<file path="config.mk">
export PLATFORM = sky130hd
export DESIGN_NAME = uart_rx_word_flat
export DESIGN_NICKNAME = d
export VERILOG_FILES = /design/src/rtl/uart_pkg.sv /design/src/rtl/uart_rx_word_if.sv /design/src/rtl/uart_rx_sampler.sv /design/src/rtl/uart_rx_word.sv /design/src/flat_wrapper.sv
export SDC_FILE = /design/constraint.sdc
export NUM_CORES = 1
export LEC_CHECK = 0
export CORE_ASPECT_RATIO = 0.9
export CORE_MARGIN = 10
export CORE_UTILIZATION = 35
export DETAILED_ROUTE_END_ITERATION = 10
export GPL_TIMING_DRIVEN = 0
export PLACE_DENSITY = 0.62
export SETUP_SLACK_MARGIN = 0.5
export SLEW_MARGIN = 20
export SYNTH_ARGS = -nofsm -noshare
export SYNTH_HDL_FRONTEND = slang
export SYNTH_SLANG_ARGS = --single-unit
</file>
<file path="constraint.sdc">
create_clock -name clk_153k6hz -period 3.48 [get_ports clk_153k6hz]
set_clock_uncertainty 0.05 [all_clocks]
set_input_delay 0.696 -clock clk_153k6hz [delete_from_list [all_inputs] [get_ports clk_153k6hz]]
set_output_delay 0.696 -clock clk_153k6hz [all_outputs]
set_load 0.03 [all_outputs]
</file>
<file path="src/rtl/uart_pkg.sv">
// rtl/uart_pkg.sv - shared state encoding and 8N1 frame constants for the word receiver
package uart_pkg;

  localparam int OVERSAMPLE_DEF = 16;
  localparam int GAP_MAX_DEF    = 16;
  localparam int DATA_BITS      = 8;
  localparam int STOP_BITS      = 1;

  typedef enum logic [2:0] {
    ST_IDLE,
    ST_START,
    ST_DATA,
    ST_STOP,
    ST_GAP
  } rx_state_t;

endpackage

</file>
<file path="src/rtl/uart_rx_word_if.sv">
// rtl/uart_rx_word_if.sv - serial line and received-word signals between line side and receiver
interface uart_rx_word_if;
  logic        rx;
  logic [15:0] data;
  logic        valid;
  logic        framing_err;
  logic        busy;

  modport master (output rx, input data, valid, framing_err, busy);
  modport slave  (input rx, output data, valid, framing_err, busy);
endinterface

</file>
<file path="src/rtl/uart_rx_sampler.sv">
// rtl/uart_rx_sampler.sv - 2-FF rx synchronizer; UART_RX_MAJORITY_EN adds a 2-of-3 bit voter
module uart_rx_sampler
  import uart_pkg::*;
(
  input  logic clk,
  input  logic reset,
  input  logic rx,
  output logic rx_s,
  output logic rx_bit
);

  logic sync1;

`ifdef UART_RX_MAJORITY_EN
  // hist[0] is the second synchronizer stage; hist[2:1] are the two previous samples
  logic [2:0] hist;

  always_ff @(posedge clk or posedge reset) begin
    if (reset) begin
      sync1 <= 1'b1;
      hist  <= 3'b111;
    end else begin
      sync1 <= rx;
      hist  <= {hist[1:0], sync1};
    end
  end

  assign rx_s   = hist[0];
  assign rx_bit = (hist[0] & hist[1]) | (hist[0] & hist[2]) | (hist[1] & hist[2]);
`else
  logic sync2;

  always_ff @(posedge clk or posedge reset) begin
    if (reset) begin
      sync1 <= 1'b1;
      sync2 <= 1'b1;
    end else begin
      sync1 <= rx;
      sync2 <= sync1;
    end
  end

  assign rx_s   = sync2;
  assign rx_bit = sync2;
`endif

endmodule

</file>
<file path="src/rtl/uart_rx_word.sv">
// rtl/uart_rx_word.sv - 8N1 receiver assembling two bytes into a 16-bit word (UART_RX_MAJORITY_EN: voted bits)
module uart_rx_word
  import uart_pkg::*;
#(
  parameter int OVERSAMPLE = OVERSAMPLE_DEF,
  parameter int GAP_MAX    = GAP_MAX_DEF
) (
  input  logic           clk_153k6hz,
  input  logic           reset,
  uart_rx_word_if.slave  bus
);

  localparam int TICK_W    = $clog2(OVERSAMPLE);
  localparam int GAP_LIMIT = GAP_MAX * OVERSAMPLE;
  localparam int GAP_W     = $clog2(GAP_LIMIT + 1);
`ifdef UART_RX_MAJORITY_EN
  // the vote completes one tick after the centre sample; all later decisions inherit that shift
  localparam logic [TICK_W-1:0] START_TICK = TICK_W'(OVERSAMPLE / 2);
`else
  localparam logic [TICK_W-1:0] START_TICK = TICK_W'(OVERSAMPLE / 2 - 1);
`endif
  localparam logic [TICK_W-1:0] BIT_TICK = TICK_W'(OVERSAMPLE - 1);
  localparam logic [2:0]        LAST_BIT = 3'(DATA_BITS - 1);
  localparam logic [GAP_W-1:0]  GAP_END  = GAP_W'(GAP_LIMIT - 1);

  logic rx_s, rx_bit;

  uart_rx_sampler u_sampler (
    .clk    (clk_153k6hz),
    .reset  (reset),
    .rx     (bus.rx),
    .rx_s   (rx_s),
    .rx_bit (rx_bit)
  );

  rx_state_t         state, state_n;
  logic [TICK_W-1:0] tick, tick_n;
  logic [2:0]        bit_cnt, bit_n;
  logic [7:0]        shreg, shreg_n, lo_byte, lo_n;
  logic              byte_idx, idx_n;
  logic [GAP_W-1:0]  gap_cnt, gap_n;
  logic [15:0]       data_q, data_n;
  logic              valid_q, valid_n, err_q, err_n;

  always_ff @(posedge clk_153k6hz or posedge reset) begin
    if (reset) begin
      state    <= ST_IDLE;
      tick     <= '0;
      bit_cnt  <= '0;
      shreg    <= '0;
      lo_byte  <= '0;
      byte_idx <= 1'b0;
      gap_cnt  <= '0;
      data_q   <= '0;
      valid_q  <= 1'b0;
      err_q    <= 1'b0;
    end else begin
      state    <= state_n;
      tick     <= tick_n;
      bit_cnt  <= bit_n;
      shreg    <= shreg_n;
      lo_byte  <= lo_n;
      byte_idx <= idx_n;
      gap_cnt  <= gap_n;
      data_q   <= data_n;
      valid_q  <= valid_n;
      err_q    <= err_n;
    end
  end

  always_comb begin
    state_n = state;
    tick_n  = tick + 1'b1;
    bit_n   = bit_cnt;
    shreg_n = shreg;
    lo_n    = lo_byte;
    idx_n   = byte_idx;
    gap_n   = gap_cnt;
    data_n  = data_q;
    valid_n = 1'b0;
    err_n   = 1'b0;
    case (state)
      ST_IDLE: begin
        tick_n = '0;
        if (!rx_s) state_n = ST_START;
      end
      ST_START: begin
        if (tick == START_TICK) begin
          tick_n = '0;
          bit_n  = '0;
          if (rx_bit) state_n = byte_idx ? ST_GAP : ST_IDLE;
          else        state_n = ST_DATA;
        end
      end
      ST_DATA: begin
        if (tick == BIT_TICK) begin
          tick_n  = '0;
          shreg_n = {rx_bit, shreg[7:1]};
          if (bit_cnt == LAST_BIT) state_n = ST_STOP;
          else                     bit_n   = bit_cnt + 1'b1;
        end
      end
      ST_STOP: begin
        if (tick == BIT_TICK) begin
          tick_n  = '0;
          idx_n   = 1'b0;
          state_n = ST_IDLE;
          if (!rx_bit) begin
            err_n = 1'b1;
          end else if (!byte_idx) begin
            lo_n    = shreg;
            idx_n   = 1'b1;
            gap_n   = '0;
            state_n = ST_GAP;
          end else begin
            data_n  = {shreg, lo_byte};
            valid_n = 1'b1;
          end
        end
      end
      ST_GAP: begin
        tick_n = '0;
        gap_n  = gap_cnt + 1'b1;
        // a start edge has priority over a timeout landing in the same cycle
        if (!rx_s) begin
          state_n = ST_START;
        end else if (gap_cnt == GAP_END) begin
          err_n   = 1'b1;
          idx_n   = 1'b0;
          state_n = ST_IDLE;
        end
      end
      default: state_n = ST_IDLE;
    endcase
  end

  assign bus.data        = data_q;
  assign bus.valid       = valid_q;
  assign bus.framing_err = err_q;
  assign bus.busy        = (state != ST_IDLE);

endmodule

</file>
<file path="src/flat_wrapper.sv">
// flat-port wrapper written by rule: the top's interface ports become plain ports
module uart_rx_word_flat import uart_pkg::*;
#(
  parameter int OVERSAMPLE = OVERSAMPLE_DEF,
  parameter int GAP_MAX    = GAP_MAX_DEF
)
  (clk_153k6hz, reset, bus_rx, bus_data, bus_valid, bus_framing_err, bus_busy);
  uart_rx_word_if bus_i ();
  input  logic clk_153k6hz;
  input  logic reset;
  input wire logic [$bits(bus_i.rx)-1:0] bus_rx;
  output wire logic [$bits(bus_i.data)-1:0] bus_data;
  output wire logic [$bits(bus_i.valid)-1:0] bus_valid;
  output wire logic [$bits(bus_i.framing_err)-1:0] bus_framing_err;
  output wire logic [$bits(bus_i.busy)-1:0] bus_busy;
  assign bus_i.rx = bus_rx;
  assign bus_data = bus_i.data;
  assign bus_valid = bus_i.valid;
  assign bus_framing_err = bus_i.framing_err;
  assign bus_busy = bus_i.busy;
  uart_rx_word #(.OVERSAMPLE(OVERSAMPLE), .GAP_MAX(GAP_MAX)) u_core (.clk_153k6hz(clk_153k6hz), .reset(reset), .bus(bus_i));
endmodule
</file>
## After elaboration in Yosys (flattened, before gate mapping)

Cells that the tools add are included.

- Register bits: 56
- Input port bits: 3
- Output and inout bits: 19
- Word-level logic and storage cells: 86

- $add $sub $neg: 3
- Eq/ne operators: 19
- Mux-type cells: 38
- Bitwise logic cells: 1
- Reductions and logical operators: 13

Operator list:

| kind | count |
|---|---|
| $mux 3 | 14 |
| $mux 9 | 3 |
| $reduce_and 4->1 | 5 |
| $pmux 9 s2 | 1 |
| $pmux 3 s5 | 1 |
| $mux 1 | 13 |
| $pmux 4 s3 | 1 |
| $ne 2x1->1 const B | 5 |
| $ne 2x2->1 const B | 5 |
| $add 9x1->9 const B | 1 |
| $eq 9x8->1 const B | 1 |
| $mux 4 | 2 |
| $eq 3x2->1 const B | 2 |
| $eq 3x3->1 const B | 2 |
| $pmux 3 s2 | 1 |
| $reduce_and 6->1 | 1 |
| $add 4x1->4 const B | 1 |
| $eq 4x3->1 const B | 1 |
| $eq 4x4->1 const B | 1 |
| $pmux 1 s2 | 2 |
| $reduce_bool 2->1 | 2 |
| $reduce_or 2->1 | 2 |
| $add 3x1->3 const B | 1 |
| $eq 3x1->1 const B | 1 |
| other kinds (5) | 5 |

## Logic depth before layout (Yosys ltp)

Gate-level depths: netlist of run 1.

- Depth in word-level cells: 4
- Depth in mapped cells: 7
- Depth with buffers taken out: 7

## Cells and area by module

A second synthesis of run 1 with hierarchy kept.

- Cell total of the unflattened synthesis: 184
- Area, all modules: 2,441.1 sq um

By module, submodules not included:

| module | instances | cells an instance | area each (sq um) | seq. area each (sq um) |
|---|---|---|---|---|
| uart_rx_word | 1 | 180 | 2,377.3 | 1,351.3 |
| uart_rx_sampler | 1 | 4 | 63.8 | 52.6 |

## Least setup slack after synthesis of run 1

Ideal clock, no wire load.

- Path kind: flip-flop to flip-flop
- Start point: register u_core.tick[0]
- End point: register u_core.gap_cnt[1]
- Library setup time: 117 ps
- Arrival: 1,616 ps
- Data required time: 3,313 ps
- Path slack: 1,698 ps
- Stages on the path, launching flop included: 8
- Buffers on the path: 2
- Clock period less this slack: 1,782 ps
- Cell sequence: dfrtp_1 > ha_1 > nand4_2 > or4b_1 > buf_6 > buf_8 > nand3_2 > nand2_1

- Longest elaborated chain between the ends: 3

Ends and longest elaborated chain:

| item | RTL line | text |
|---|---|---|
| start: declaration | uart_rx_word.sv:37 | `logic [TICK_W-1:0] tick, tick_n;` |
| start signal: assignment | uart_rx_word.sv:59 | `tick <= tick_n;` |
| $eq 4x4->1 | uart_rx_word.sv:104 | `if (tick == BIT_TICK) begin` |
| $ne 2x1->1 (no line) | n/a |  |
| $reduce_and 4->1 (no line) | n/a |  |
| end signal: assignment | uart_rx_word.sv:64 | `gap_cnt <= gap_n;` |
| end: declaration | uart_rx_word.sv:41 | `logic [GAP_W-1:0] gap_cnt, gap_n;` |

No other way between the ends.
A chain may end at the register's enable or synchronous reset.

## Worst setup path after layout of run 1

- Start point: register u_core.state[1]
- End point: output port bus_busy

- Longest elaborated chain between the ends: 1

Ends and longest elaborated chain:

| item | RTL line | text |
|---|---|---|
| start: declaration | uart_rx_word.sv:36 | `rx_state_t state, state_n;` |
| start signal: assignment | uart_rx_word.sv:58 | `state <= state_n;` |
| $reduce_bool 3->1 | uart_rx_word.sv:140 | `assign bus.busy = (state != ST_IDLE);` |
| end: declaration | flat_wrapper.sv:15 | `output wire logic [$bits(bus_i.busy)-1:0] bus_busy;` |

No other way between the ends.

==> flow_summary_export.csv, run 1 <==
group,metric,value,unit
route,vias,1531,
finish,fill_cells,653,
logic_synthesis,synth_mux_area_share,12.0,%
logic_synthesis,syn_avg_cell_area,12.2,um^2
logic_synthesis,mappedNetlistNets,207,
critical_path,crit_path_max_fanout,10,
logic_synthesis,netlist_area,2420,um^2
cts,cts_buffers,5,
finish,nets,235,
global_route,grt_max_degree,57,
pwr,power.density,395,nW/um^2
finish,drive_gt1_share,21.9,%
logic_synthesis,ys_seq_area_share,57.9,%
floorplan,die-area,10700,um^2
pwr,ir_worst_vdd,0.000175,V
sta,setup-tns-final,0,ns
logic_synthesis,synth_compound_area_share,5.73,%
sta,rsz0062_at_grt,"no",
global_route,overflow,0,
cts,tritoncts,"built",
critical_path,reg2reg_depth,6,
cts,path_clk_slew,0.10,ns
worst_hold_path,hold_path_class,"reg2reg",
place,port_buffers,21,
critical_path,timing.rr.start,"u_core.tick[0]$_DFF_PP0_",
sta,worstMarginPinSlew,0.810,ns
sta,slew_headroom,45.8,%
finish,num_antenna_cells,0,
critical_path,cp-end-kind,"output port",
route,ant_nets,0,
route,totalWireLength,4200,um
sta,fmax,388,MHz
sta,hold_ws,0.314,ns
cts,clkSinkCount,56,
finish,fin_cells,318,
floorplan,core_area,6660,um^2
floorplan,die-width,108,um
route,post-route-drc-count,0,
critical_path,critPathKind,"reg2out",
sta,fin_crit_sh,74.1,%
logic_synthesis,synthAdderAreaFrac,2.58,%
logic_synthesis,synth.distinct_cells,39,
cts,clock_path_buffers,2,
route,dr.pass1.iters,4,
route,wl_per_cell,13.2,um
run,drv_cap,0,
sta,min_period,2.58,ns
floorplan,die_h,99.0,um
logic_synthesis,ys_ff_latch,56,
logic_synthesis,synth_warnings,0,
route,viasPerCell,4.81,
sta,slew_viol_final,0,
logic_synthesis,yosysMostFrequentCell,"dfrtp_1",
route,drt_iter0_markers,90,
logic_synthesis,synth_area_leaders,"dfrtp_1 56%, mux2_2 12%, nand2_1 5.0%",
critical_path,r2r_slack,1.50,ns
logic_synthesis,synth_top_area_cell,"dfrtp_1",
place,placedCellCount,310,
cts,clkLatencyLatePin,0.31,ns
logic_synthesis,yosys-top-cells-count,"54 x dfrtp_1, 32 x nand2_1, 25 x mux2_2",
finish,synthToLayoutAreaGrowth,17.1,%
floorplan,ios,22,
critical_path,r2r-end,"u_core.bus.data[1]$_DFFE_PP0P_",
critical_path,crit_arrival,1.83,ns
worst_hold_path,holdPathEnd,"u_core.u_sampler.rx_bit$_DFF_PP1_",
critical_path,slowest_delay,0.60,ns
sta,hold_viol_final,0,
floorplan,num_rows,28,
logic_synthesis,synth_edf_count,0,
global_route,grt_usage,8.54,%
place,gp_congestion,0.768,
critical_path,path_cells,"buf_2 -> or3_1 -> clkdlybuf4s50_1",
cts,h-tree-depth,2,
pwr,p_leak,1.37,nW
cts,post_cts_buffers,0,
global_route,grt_antenna_before_repair,0,
logic_synthesis,synth_ff_type,"dfrtp_1",
logic_synthesis,synth_cells,199,
logic_synthesis,synthSimpleGateAreaFrac,16.4,%
place,dp_hpwl,2820,um
worst_hold_path,hold_start,"u_core.u_sampler.sync1$_DFF_PP1_",
cts,cts_resized,0,
critical_path,critPathLaunchType,"flop",
critical_path,slowest_stage,"clkdlybuf4s50_1",
worst_hold_path,holdPathStages,0,
global_route,grt_pass1_vias,1486,
logic_synthesis,synth_top_family_by_area,"simple AND/OR/NAND/NOR gates",
logic_synthesis,synth_top_cell_area_share,55.7,%
logic_synthesis,synth_xor_area_share,1.44,%
cts,root_buffer,"clkbuf_8",
cts,cts_hold_buf,0,
sta,finalSetupViolCount,0,
floorplan,initial_utilization,36.4,%
logic_synthesis,ys_async_sr_fraction,100,%
critical_path,required,2.73,ns
outcome,status,"finished, final reports clean",
global_route,grt_first_pass_wirelength,7430,um
-- flip-flops by register name (all words and copies together) (netlist names) --
| register | count |
|---|---|
| u_core.u_sampler.sync1 | 1 |
| u_core.byte_idx | 1 |
| u_core.shreg | 8 |
| u_core.gap_cnt | 9 |
| u_core.u_sampler.rx_bit | 1 |
| u_core.state | 3 |
| u_core.bit_cnt | 3 |
| u_core.bus.framing_err | 1 |
| u_core.bus.data | 16 |
| u_core.tick | 4 |
| u_core.bus.valid | 1 |
| u_core.lo_byte | 8 |
-- final cells by class --
cell class	instances	area, um^2	area share, %
timing repair buffer	21	210	7.40
inverter	3	13.8	0.485
buffer	8	85.1	3.00
clock buffer	5	68.8	2.42
tap	90	113	3.96
clock inverter	3	21.3	0.749
sequential	56	1400	49.4
multi-input combinational	132	925	32.6
-- per-stage QoR --
stage | cell area (um^2) | util, % | setup WS [ns] | power (mW)
final | 2840 | 42.7 | 0.900 | 1.12
after global placement | 2750 | 41.3 | 0.288 | 0.773
after floorplan | 2420 | - | 1.37 | 0.755
after CTS | 2840 | 42.7 | 0.881 | 1.14
after detailed placement | 2750 | 41.3 | 1.25 | 0.777
after global routing | 2840 | 42.7 | 0.827 | 1.18
-- per-layer routing --
metal	GRT usage (%)	vias to the layer above	part of all wire, %
met5	0	-	0
met4	3.08	0	1.3
met3	2.86	7	6.3
met2	11.9	26	43
met1	11.9	744	50
li1	-	754	-
-- logic make-up after synthesis --
logic type	count (synthesis)
compound gates	21
flops	56
simple gates	76
mux	26
fa+ha+maj	5
xor+xnor	4
buf+inv	11
-- critical path, delay by kind of cell, from the launching register on --
kind          cells  cell delay, ns
flops             1            0.42
buf+inv           2            0.80
simple gates      1            0.31
-- cells in the final DEF (no fill, tap or decap), types with 3 or more instances in the layout --
master and n:
clkbuf_8 6, clkdlybuf4s50_1 21, dfrtp_1 54, ha_1 5, mux2_2 25, nand2_1 32, nand3_1 13, nand4_1 3
nor2_1 11, o21ai_0 10, xnor2_1 3
-- power breakdown --
| part | total (mW) | switching, mW | internal [mW] |
|---|---|---|---|
| combinational | 0.0775 | 0.0468 | 0.0307 |
| clock | 0.358 | 0.215 | 0.143 |
| sequential | 0.685 | 0.0175 | 0.667 |
| total | 1.12 | 0.279 | 0.841 |
-- how the worst max path moves through the flow --
stage                           startpoint                       endpoint  slack (ns)
3_5_place_dp   u_core.state[1]$_DFFE_PP0P_                       bus_busy        1.25
3_3_place_gp                         reset  u_core.gap_cnt[2]$_DFFE_PP0P_        0.29
2_1_floorplan                        reset  u_core.bit_cnt[0]$_DFFE_PP0P_        1.37
5_1_grt        u_core.state[1]$_DFFE_PP0P_                       bus_busy        0.83
6_report       u_core.state[1]$_DFFE_PP0P_                       bus_busy        0.90
4_1_cts        u_core.state[1]$_DFFE_PP0P_                       bus_busy        0.88
(Power assumes the default switching activity.)
==> run 2: changes to the inputs <==
==> constraint.sdc (replaced) <==
create_clock -name clk_153k6hz -period 2.45 [get_ports clk_153k6hz]
set_clock_uncertainty 0.05 [all_clocks]
set_input_delay 0.49 -clock clk_153k6hz [delete_from_list [all_inputs] [get_ports clk_153k6hz]]
set_output_delay 0.49 -clock clk_153k6hz [all_outputs]
set_load 0.03 [all_outputs]
==> run 2 against run 1 <==
  * Power grew 44%
  * Via count grew 0.59%
  * Worst hold slack about the same
  * Cell count up 0.94%
  * First-iteration DRC count decreased by 26%
  * Design area is 2.3% higher
  * Sequential share of layout area down 1.1 points
  * Core utilization increased by 1.0 points
  * Non-clock buffer count up 3
  * Combinational power increased by 63%
==> flow_summary_export.csv, run 2 (synthesis gave the netlist of run 1 again) <==
group,metric,value,unit
cts,cts_hold_buf,0,
global_route,overflow,0,
global_route,grt_first_pass_wirelength,7420,um
place,port_buffers,21,
critical_path,required,1.91,ns
finish,drive_gt1_share,24.7,%
floorplan,core_area,6660,um^2
sta,hold_viol_final,0,
route,drt_iter0_markers,67,
route,ant_nets,0,
critical_path,path_cells,"clkbuf_8 -> or3_1 -> buf_4",
floorplan,die_h,99.0,um
cts,h-tree-depth,2,
cts,path_clk_slew,0.10,ns
route,totalWireLength,4220,um
sta,fin_crit_sh,77.4,%
finish,nets,238,
worst_hold_path,holdPathEnd,"u_core.u_sampler.rx_bit$_DFF_PP1_",
sta,slew_headroom,55.0,%
cts,clkSinkCount,56,
run,drv_cap,0,
finish,fin_cells,321,
place,postPlaceCellArea,2750,um^2
floorplan,initial_utilization,36.4,%
critical_path,critPathKind,"reg2out",
cts,tritoncts,"built",
place,gp_congestion,0.768,
finish,final_cell_mix,"54 x dfrtp_1, 32 x nand2_1, 25 x mux2_2, 18 x clkdlybuf4s50_1, 13 x nand3_1",
route,viasPerCell,4.80,
finish,largest_register_ff_count,16,
sta,min_period,1.90,ns
cts,clock_path_buffers,2,
critical_path,path_delay_family,"flip-flops",
critical_path,path_buf_inv,2,
critical_path,reg2reg_depth,7,
global_route,grt_pass1_vias,1491,
sta,slew_viol_final,0,
floorplan,num_rows,28,
pwr,ir_worst_vdd,0.000250,V
critical_path,r2r_slack,0.59,ns
global_route,grt_antenna_before_repair,0,
floorplan,ios,22,
cts,cts_buffers,5,
route,post-route-drc-count,0,
finish,final_common_cell,"dfrtp_1",
place,dp_hpwl,2820,um
finish,final_util,43.7,%
pwr,power.density,555,nW/um^2
critical_path,slowest_delay,0.38,ns
critical_path,r2r-end,"u_core.gap_cnt[1]$_DFFE_PP0P_",
floorplan,die-area,10700,um^2
cts,root_buffer,"clkbuf_8",
finish,fin_area,2910,um^2
finish,num_antenna_cells,0,
outcome,status,"finished, final reports clean",
sta,rsz0062_at_grt,"no",
floorplan,die-width,108,um
critical_path,slowest_stage,"dfrtp_1",
worst_hold_path,hold_path_class,"reg2reg",
critical_path,cp-end-kind,"output port",
route,dr.pass1.iters,4,
finish,synthToLayoutAreaGrowth,19.9,%
sta,worstMarginPinSlew,0.675,ns
place,placedCellCount,310,
sta,setup-tns-final,0,ns
pwr,p_leak,1.40,nW
critical_path,crit_arrival,1.36,ns
sta,fmax,527,MHz
worst_hold_path,holdPathStages,0,
critical_path,timing.rr.start,"u_core.tick[0]$_DFF_PP0_",
global_route,grt_max_degree,57,
route,wl_per_cell,13.1,um
worst_hold_path,hold_start,"u_core.u_sampler.sync1$_DFF_PP1_",
cts,clkLatencyLatePin,0.32,ns
critical_path,crit_path_max_fanout,10,
route,vias,1540,
global_route,grt_usage,8.53,%
critical_path,critPathLaunchType,"flop",
sta,finalSetupViolCount,0,
==> run 2: power breakdown <==
part           internal, mW  total (mW)  switching [mW]
Sequential            0.948       0.979          0.0313
Clock                 0.204       0.509           0.305
Combinational        0.0542       0.126          0.0718
Total                  1.21        1.61           0.408
==> run 2: metal layers <==
metal / GRT usage, % / share of wire, %
met5: 0 / 0
met4: 3.08 / 1.3
met3: 2.86 / 6.9
met2: 11.9 / 42
met1: 11.9 / 49
==> run 2: area by class of cell <==
class,instances,area [um^2]
fill,648,3750
sequential,56,1400
multi-input combinational,132,967
timing repair buffer,24,231
tap,90,113
buffer,8,87.6
clock buffer,5,68.8
clock inverter,3,21.3
inverter,3,13.8
==> run 2: per-stage QoR <==
step                hold WS (ns)  worst slack (ns)  power (mW)
floorplan                  0.295             0.542        1.07
global placement           0.295            -0.536        1.10
detailed placement         0.299             0.424        1.10
CTS                        0.314             0.483        1.62
global route               0.326             0.501        1.70
finish                     0.314             0.554        1.61
==> run 2: what timing repair did <==
action                     4_1_cts  5_1_grt
setup endpoints to repair       15       25
buffers inserted                 0        3
pin swaps                        1        0
gates resized for setup          8       10
==> run 2: worst register-to-register path: cells and delay by family, from the launching register on <==
| family | cells | cell delay, ns |
|---|---|---|
| fa+ha+maj | 1 | 0.20 |
| buf+inv | 2 | 0.30 |
| flops | 1 | 0.42 |
| simple gates | 4 | 0.80 |
==> run 2: how the worst max path moves through the flow <==
stage | depth (start not counted) | start | slack, ns | end
floorplan | 1 | reset | 0.54 | u_core.bit_cnt[0]$_DFFE_PP0P_
global placement | 2 | reset | -0.54 | u_core.gap_cnt[2]$_DFFE_PP0P_
detailed placement | 3 | u_core.state[1]$_DFFE_PP0P_ | 0.42 | bus_busy
CTS | 3 | u_core.state[1]$_DFFE_PP0P_ | 0.48 | bus_busy
global route | 3 | u_core.state[1]$_DFFE_PP0P_ | 0.50 | bus_busy
finish | 3 | u_core.state[0]$_DFFE_PP0P_ | 0.55 | bus_busy
==> run 3: changes to the inputs <==
==> constraint.sdc (replaced) <==
create_clock -name clk_153k6hz -period 1.9 [get_ports clk_153k6hz]
set_clock_uncertainty 0.05 [all_clocks]
set_input_delay 0.38 -clock clk_153k6hz [delete_from_list [all_inputs] [get_ports clk_153k6hz]]
set_output_delay 0.38 -clock clk_153k6hz [all_outputs]
set_load 0.03 [all_outputs]
==> run 3 against run 2 <==
  * Sequential power grew 30%
  * Routed wire length grew 17%
  * Sequential share of layout area shrank 5.2 points
  * Critical path depth grew 4
  * Worst hold slack gained 0.00087 ns
  * Cell count grew 7.8%
  * Global-route usage grew 1.3 points
==> flow_summary_export.csv, run 3 (synthesis gave the netlist of run 1 again) <==
group,metric,value,unit
outcome,status,"finished, final reports clean",
sta,fin_crit_sh,95.0,%
floorplan,die_h,99.0,um
place,placedCellCount,311,
finish,num_antenna_cells,0,
worst_hold_path,hold_start,"u_core.u_sampler.sync1$_DFF_PP1_",
cts,root_buffer,"clkbuf_8",
sta,setup-tns-final,0,ns
sta,fmax,554,MHz
finish,drive_gt1_share,50.0,%
sta,slew_viol_final,0,
cts,clkLatencyLatePin,0.31,ns
sta,min_period,1.80,ns
sta,finalSetupViolCount,0,
critical_path,r2r-end,"u_core.gap_cnt[6]$_DFFE_PP0P_",
floorplan,initial_utilization,36.4,%
sta,setup_slack,0.0954,ns
floorplan,die-width,108,um
global_route,grt_usage,9.80,%
critical_path,critPathLaunchType,"flop",
global_route,overflow,0,
floorplan,core_area,6660,um^2
sta,hold_viol_final,0,
sta,worstMarginPinSlew,0.537,ns
critical_path,reg2reg_depth,7,
cts,clock_path_buffers,2,
worst_hold_path,holdPathStages,0,
floorplan,num_rows,28,
finish,final_common_cell,"dfrtp_1",
worst_hold_path,holdPathEnd,"u_core.u_sampler.rx_bit$_DFF_PP1_",
route,wl_per_cell,14.3,um
sta,hold_ws,0.315,ns
pwr,p_switching,533,uW
pwr,p_leak,1.60,nW
finish,synthToLayoutAreaGrowth,34.5,%
global_route,grt_max_degree,35,
sta,rsz0062_at_grt,"yes",
pwr,ir_worst_vdd,0.000213,V
critical_path,timing.rr.start,"u_core.tick[1]$_DFF_PP0_",
critical_path,crit_arrival,1.95,ns
worst_hold_path,hold_path_class,"reg2reg",
global_route,grt_antenna_before_repair,0,
route,drt_iter0_markers,84,
cts,tritoncts,"built",
finish,largest_register_ff_count,16,
route,vias,1650,
place,dp_hpwl,3000,um
cts,clkSinkCount,56,
pwr,p_sw_share,25.0,%
critical_path,required,2.05,ns
pwr,power.density,654,nW/um^2
route,totalWireLength,4950,um
cts,path_clk_slew,0.09,ns
place,gp_congestion,0.746,
sta,slew_headroom,64.1,%
global_route,grt_pass1_vias,1732,
route,viasPerCell,4.77,
cts,h-tree-depth,2,
route,post-route-drc-count,0,
cts,cts_hold_buf,0,
critical_path,r2r_slack,0.1,ns
pwr,clockPowerShare,30.3,%
place,port_buffers,21,
cts,cts_buffers,5,
floorplan,die-area,10700,um^2
global_route,grt_first_pass_wirelength,8510,um
pwr,power_frac_seq,59.4,%
finish,nets,263,
critical_path,crit_path_max_fanout,5,
route,dr.pass1.iters,5,
critical_path,cp-end-kind,"flop",
critical_path,critPathKind,"reg2reg",
pwr,comb_power_share,10.3,%
finish,fill_cells,606,
floorplan,ios,22,
finish,final_util,49.0,%
place,place_ws,-0.0637,ns
route,ant_nets,0,
pwr,intPower,1.60,mW
finish,final_cell_mix,"52 x dfrtp_1, 29 x nand2_1, 24 x mux2_2, 19 x buf_2, 17 x buf_4",
run,drv_cap,0,
finish,fin_cells,346,
## run 3: worst max-delay path by stage
stage / cells past startpoint / to / from / slack [ns]
CTS: 3 / bus_busy / u_core.state[1]$_DFFE_PP0P_ / 0.14
detailed placement: 3 / bus_busy / u_core.state[1]$_DFFE_PP0P_ / -0.06
floorplan: 7 / u_core.lo_byte[0]$_DFFE_PP0P_ / u_core.tick[0]$_DFF_PP0_ / 0.18
global placement: 3 / bus_busy / u_core.state[1]$_DFFE_PP0P_ / -0.06
finish: 7 / u_core.gap_cnt[6]$_DFFE_PP0P_ / u_core.tick[1]$_DFF_PP0_ / 0.1
global route: 7 / u_core.lo_byte[5]$_DFFE_PP0P_ / u_core.state[1]$_DFFE_PP0P_ / 0.03
## run 3: worst max-delay path: stages (launching register included)
cell and delay, ns:
dfrtp_1 0.40, ha_4 0.16, nand4_4 0.09, or4b_4 0.59, buf_8 0.16, buf_4 0.13
nand3_2 0.06, o21ai_2 0.05
## run 3: metrics by stage
stage | total power, mW | instance area (um^2)
after floorplan | 1.41 | 2460
after global routing | 2.24 | 3260
after global placement | 1.44 | 2780
after CTS | 2.14 | 3110
final | 2.13 | 3260
after detailed placement | 1.45 | 2800
## run 3: routing by layer
layer / share of wire (%) / global-route usage, % / routed length (um) / up-vias
met4: 1.1 / 3.70 / 55 / 0
met2: 47 / 15.1 / 2340 / 23
li1: - / - / - / 812
met5: 0 / 0 / 0 / -
met1: 48 / 12.8 / 2370 / 813
met3: 3.8 / 2.60 / 187 / 2
## run 3: power groups by stage
stage	combinational (mW)	sequential (mW)	clock, mW
final	0.220	1.27	0.646
after global routing	0.243	1.27	0.724
after CTS	0.203	1.26	0.671
after detailed placement	0.160	1.29	0
after global placement	0.153	1.29	0
after floorplan	0.125	1.28	0
## run 3: area by class of cell
| type | instances | area (um^2) | share of cell area (%) |
|---|---|---|---|
| Inverter | 3 | 15.0 | 0.460 |
| Timing Repair Buffer | 49 | 420 | 12.9 |
| Tap cell | 90 | 113 | 3.45 |
| Clock inverter | 2 | 16.3 | 0.499 |
| Buffer | 8 | 108 | 3.30 |
| Multi-Input combinational cell | 132 | 1110 | 34.0 |
| Clock buffer | 6 | 72.6 | 2.23 |
| Sequential cell | 56 | 1410 | 43.1 |
## run 3: timing repair
item                                    CTS  global route
setup buffers                            17             7
cloned                                    2             1
endpoints found under the setup margin   68            55
pin swaps                                10             8
gates resized for setup                 132            20
hold endpoints to repair                  0             0
==> RTL edit 1: new RTL, flow settings as in run 3 <==
The package constant `GAP_MAX_DEF` goes from 16 to 32.
--- a/src/rtl/uart_pkg.sv
+++ b/src/rtl/uart_pkg.sv
@@ -2,7 +2,7 @@
 package uart_pkg;
 
   localparam int OVERSAMPLE_DEF = 16;
-  localparam int GAP_MAX_DEF    = 16;
+  localparam int GAP_MAX_DEF    = 32;
   localparam int DATA_BITS      = 8;
   localparam int STOP_BITS      = 1;
 
Formal check against the unedited RTL: no difference found for any inputs over 10 cycles, from zero or initial values and one cycle with reset high; that may be too few to reach the edited logic, so the function may still have changed.
==> RTL edit 1 against run 3 <==
Cell area increased by 21%. Wire length increased by 30%. Sequential cell count rose by 1. Final cell count up 11%. Area after synthesis grew 4.9%. Highest routed layer unchanged. Non-clock buffer count increased by 21. Largest cell class unchanged. Worst setup slack lost 0.019 ns. Count of clock-buffer cells in the layout is 6 higher.
Power is not compared: it rests on default switching activity, and its combinational part moved more than twofold at a synthesized area within 25%.
==> RTL edit 1: results (changes against run 3) <==
Parameter                              Value

Outcome
  Outcome ... complete, no violations (unchanged)

Worst setup path
  Worst Path Arrival ... 1.39 ns (was 1.95 ns)
  Crit-path max cell delay ... 0.39 ns (was 0.59 ns)
  Family with the most delay on the worst path ... flip-flops (was simple AND/OR/NAND/NOR gates)
  Worst reg2reg path depth ... 8 (was 7)
  Worst R2R Start ... u_core.state[2] (was u_core.tick[1])
  Crit path capture ... bus_busy (was u_core.gap_cnt[6])
  FF-to-FF setup slack ... 0.13 ns (was 0.1 ns)

Placed design
  Number of instances in the placed design ... 321 (was 311)
  DP HPWL ... 3290 microns (was 3000 microns)
  Pre-CTS setup slack ... -0.0914 ns (was -0.0637 ns)
  Cell area after placement ... 2990 sq um (was 2800 sq um)

STA
  Min Hold Slack ... 0.308 ns (was 0.315 ns)
  Headroom to the max-slew limit ... 0.711 (was 0.641)

Layout
  Number of non-clock buffers in the layout ... 78 (was 57)
  Combined area of the multi-input logic cells ... 1340 sq um (was 1110 sq um)
  Sequential share of cell area ... 0.363 (was 0.431)
  Number of flip-flops and latches ... 57 (was 56)
  Number of multi-input logic gates ... 136 (was 132)
  Inverters excl. clock ... 4 (was 3)
  Nets@finish ... 293 (was 263)

Detailed routing
  Final routed wirelength across all metal layers ... 6420 microns (was 4950 microns)
  Wirelength per Cell ... 16.7 microns (was 14.3 microns)

Yosys
  Mux contribution to synthesized area ... 0.133 (was 0.120)
  Fraction of synthesized cell area taken by the top area cell type ... 0.541 (was 0.557)
  Ranking of synthesized cells by instance count ... dfrtp_1 (55), nand2_1 (34), mux2_2 (18) (was dfrtp_1 (54), nand2_1 (32), mux2_2 (25))
  Cells after Synth ... 205 (was 199)

Global routing
  Vias in the first global route ... 2,004 (was 1,732)
  Maximum number of pins on one net before global-route repair ... 25 (was 35)
  Total track usage ... 0.117 (was 0.0980)
RTL edit 1: cell types whose count changed in the layout (fill, tap and decap cells not counted), sizes merged, moves of 3 or more:
cell | run 3 | this run
nor3 | 1 | 4
a22o | 3 | 0
o21ai | 10 | 6
nand3 | 15 | 6
clkbuf | 7 | 12
nand4 | 4 | 7
buf | 54 | 76
RTL edit 1: where the power goes:
group	total (mW)	leakage, nW	internal (mW)	switching, mW
clock	1.20	0.105	0.710	0.491
sequential	1.36	0.777	1.28	0.0736
combinational	1.12	1.02	0.612	0.507
RTL edit 1: metal layers:
| metal | routed length, microns | share of wire | global-route usage |
|---|---|---|---|
| met1 | 2690 | 0.42 | 0.141 |
| met2 | 3210 | 0.50 | 0.180 |
| met3 | 298 | 0.046 | 0.0403 |
| met4 | 218 | 0.034 | 0.0650 |
| met5 | 0 | 0 | 0 |
==> RTL edit 2: new RTL, config.mk and constraints of run 3 <==
Without the edit above. The 5 states of `rx_state_t` get a one-hot encoding in 5 bits.
--- a/src/rtl/uart_pkg.sv
+++ b/src/rtl/uart_pkg.sv
@@ -6,12 +6,12 @@
   localparam int DATA_BITS      = 8;
   localparam int STOP_BITS      = 1;
 
-  typedef enum logic [2:0] {
-    ST_IDLE,
-    ST_START,
-    ST_DATA,
-    ST_STOP,
-    ST_GAP
+  typedef enum logic [4:0] {
+    ST_IDLE  = 5'b00001,
+    ST_START = 5'b00010,
+    ST_DATA  = 5'b00100,
+    ST_STOP  = 5'b01000,
+    ST_GAP   = 5'b10000
   } rx_state_t;
 
 endpackage
Behaviour: no difference found for any inputs over 10 cycles, from zero or initial values and one cycle with reset high; not proved beyond that.
==> RTL edit 2 against run 3 <==
The flow now finishes with violations (setup timing). Sequential cell count grew 2. Area after synthesis grew 8.0%. Via count grew 20%. Worst setup slack lost 0.15 ns. Cell area grew 23%. Wire length grew 31%. Core utilization grew 7.1 points.
Power is not compared: it rests on default switching activity, and its combinational part moved more than twofold at a synthesized area within 25%.
==> RTL edit 2: results (changes against run 3) <==
Parameter                              Value

Global routing
  Met3 track demand over resource ... 0.0357 (was 0.0260)
  Antenna violations before repair ... 0 (unchanged)
  GR Util met2 ... 0.184 (was 0.151)
  Met1 routing resource usage after global routing ... 0.136 (was 0.128)
  Maximum number of pins on one net before global-route repair ... 34 (was 35)
  First-pass GRT wire length ... 10,300 microns (was 8510 microns)
  Vias in the first global route ... 2,071 (was 1,732)
  Total track usage ... 0.110 (was 0.0980)

Worst setup path
  Maximum fanout count along the critical path ... 5 (unchanged)
  Worst Path Arrival ... 2.14 ns (was 1.95 ns)
  Crit-path max cell delay ... 0.64 ns (was 0.59 ns)
  Crit path max-delay cell type ... dfstp_2 (was or4b_4)

STA
  Final setup violation count ... 20 (was 0)
  Fin worst setup slack ... -0.0538 ns (was 0.0954 ns)
  Headroom to the max-slew limit ... 0.596 (was 0.641)
  Sum of negative setup slack ... -0.719 ns (was 0 ns)

Yosys
  Top area cells in the synthesized netlist ... dfrtp_1 (53%), mux2_1 (7.3%), nand2_1 (5.3%), mux2_4 (5.2%), dfstp_2 (3.0%) (was dfrtp_1 (56%), mux2_2 (12%), nand2_1 (5.0%), nand3_1 (2.7%), ha_1 (2.6%))
  Most used DFF post-synth ... dfrtp_1 (unchanged)
  Ranking of synthesized cells by instance count ... dfrtp_1 (55), nand2_1 (37), mux2_1 (17) (was dfrtp_1 (54), nand2_1 (32), mux2_2 (25))
  Count of synthesis-stage warnings from yosys ... 0 (unchanged)
  Share of async-settable or async-resettable flops after synthesis ... 1.00 (unchanged)
  Sequential cell area fraction in the yosys report ... 0.556 (was 0.579)
  Count of distinct cell types in the synthesized netlist ... 44 (was 39)
  Synthesized net count ... 232 (was 207)

Placed design
  DP HPWL ... 3520 microns (was 3000 microns)
  Pre-CTS setup slack ... -0.172 ns (was -0.0637 ns)
  Number of port buffers ... 21 (unchanged)
  Final Wtd Congestion ... 0.795 (was 0.746)

Layout
  Fillers ... 576 (was 606)
  Antenna Diode Count ... 0 (unchanged)
  Flip-flop count of the largest register after layout ... 16 (unchanged)
  Layout cell share with drive strength beyond 1 ... 0.544 (was 0.500)
  Nets@finish ... 312 (was 263)

Clock network
  CTS H-tree lvls ... 3 (was 2)
  Worst skew pair latency ... 0.34 ns (was 0.31 ns)
  CTS buffer count ... 9 (was 5)
  Clock edge transition at the registers on the reported setup and hold paths ... around 0.080 ns
  CTS root buffer ... clkbuf_8 (unchanged)
  Buffer depth of the longest clock path ... 2 (unchanged)

Min path
  Tightest Hold Check Type ... reg2reg (unchanged)

Detailed routing
  Via-to-Cell Ratio ... 4.92 (was 4.77)
  Wirelength per Cell ... 16.1 microns (was 14.3 microns)
  First-pass iteration count of the detailed router ... 4 (was 5)
  Iteration-0 DRC Markers ... 113 (was 84)

Outcome
  Outcome ... finished with violations (was complete, no violations)
  Violations in the final reports ... setup timing

Pwr
  Maximum resistive drop on vdd ... about 0.00053 V
  Net switching fraction of the power ... 0.315
  Leakage component of the power ... 1.94 nW
[RTL edit 2: cell count changes after synthesis, sizes merged, moves of 3 or more]
cell	run 3	this run
nor2	11	17
nor3	1	4
inv	3	6
nand3b	0	4
nand2	32	37
nand3	15	7
a22o	3	0
xor2	1	6
[RTL edit 2: worst paths after layout]
| kind | from | endpoint | slack [ns] | depth (start not counted) |
|---|---|---|---|---|
| setup / recovery | u_core.state[0] | u_core.state[2] | -0.05 | 7 |
| hold / removal | u_core.u_sampler.sync1 | u_core.u_sampler.rx_bit | 0.31 | 0 |
| setup reg to reg | u_core.state[0] | u_core.state[2] | -0.05 | 7 |
| hold reg to reg | u_core.u_sampler.sync1 | u_core.u_sampler.rx_bit | 0.31 | 0 |
| max in group asynchronous | reset | u_core.u_sampler.sync1 | 0.77 | 3 |
| min in group asynchronous | reset | u_core.bus.data[7] | 0.40 | 2 |
[RTL edit 2: kinds of logic after synthesis]
family / Yosys count / share of synthesized area
compound gates: 22 / 0.0602
xor+xnor: 10 / 0.0334
fa+ha+maj: 5 / 0.0239
buf+inv: 15 / 0.0306
flops: 58 / 0.556
mux: 28 / 0.132
simple gates: 86 / 0.164
[RTL edit 2: power by group through the flow]
stage	sequential, mW	clock [mW]	combinational [mW]
floorplan	1.40	0	0.449
CTS	1.40	1.20	0.951
finish	1.41	1.18	1.22
global placement	1.42	0	0.568
global route	1.42	1.27	1.30
detailed placement	1.42	0	0.580
[RTL edit 2: layer usage]
layer  routed length, microns  share of wire
met5                        0              0
met4                       64         0.0099
met3                      230          0.036
met2                     3250           0.50
met1                     2920           0.45
[RTL edit 2: repair_timing]
item | in CTS | in global routing
endpoints found under the setup margin | 75 | 59
buffers inserted | 27 | 18
endpoints found under the hold margin | 0 | 0
cloned | 2 | 0
resized for setup | 152 | 45
pin swaps | 18 | 22
[RTL edit 2: worst max-delay path: cells and delay by family, from the launching register on]
family / cells / cell delay, ns
multiplexers: 1 / 0.33
flip-flops: 1 / 0.64
buffers and inverters: 2 / 0.25
AND/OR/NAND/NOR: 1 / 0.07
AO/OA/AOI/OAI: 3 / 0.50
[RTL edit 2: layout make-up]
cell class	count	area (sq um)	area share
clock buffers	10	138	0.0344
clock inverters	6	66.3	0.0166
inverters	6	26.3	0.00656
flip-flops and latches	58	1460	0.364
plain buffers	9	119	0.0297
well taps	93	116	0.0290
multi-input cells	151	1470	0.366
repair buffers	69	616	0.154
[RTL edit 2: through the flow]
step | cell area, sq um | power (mW) | hold slack (ns) | instances
3_3_place_gp | 3020 | 1.98 | 0.297 | 338
5_1_grt | 4010 | 3.99 | 0.314 | 402
4_1_cts | 3700 | 3.55 | 0.309 | 384
2_1_floorplan | 2690 | 1.85 | 0.295 | 224
3_5_place_dp | 3040 | 2.00 | 0.299 | 339
6_report | 4010 | 3.82 | 0.310 | 402
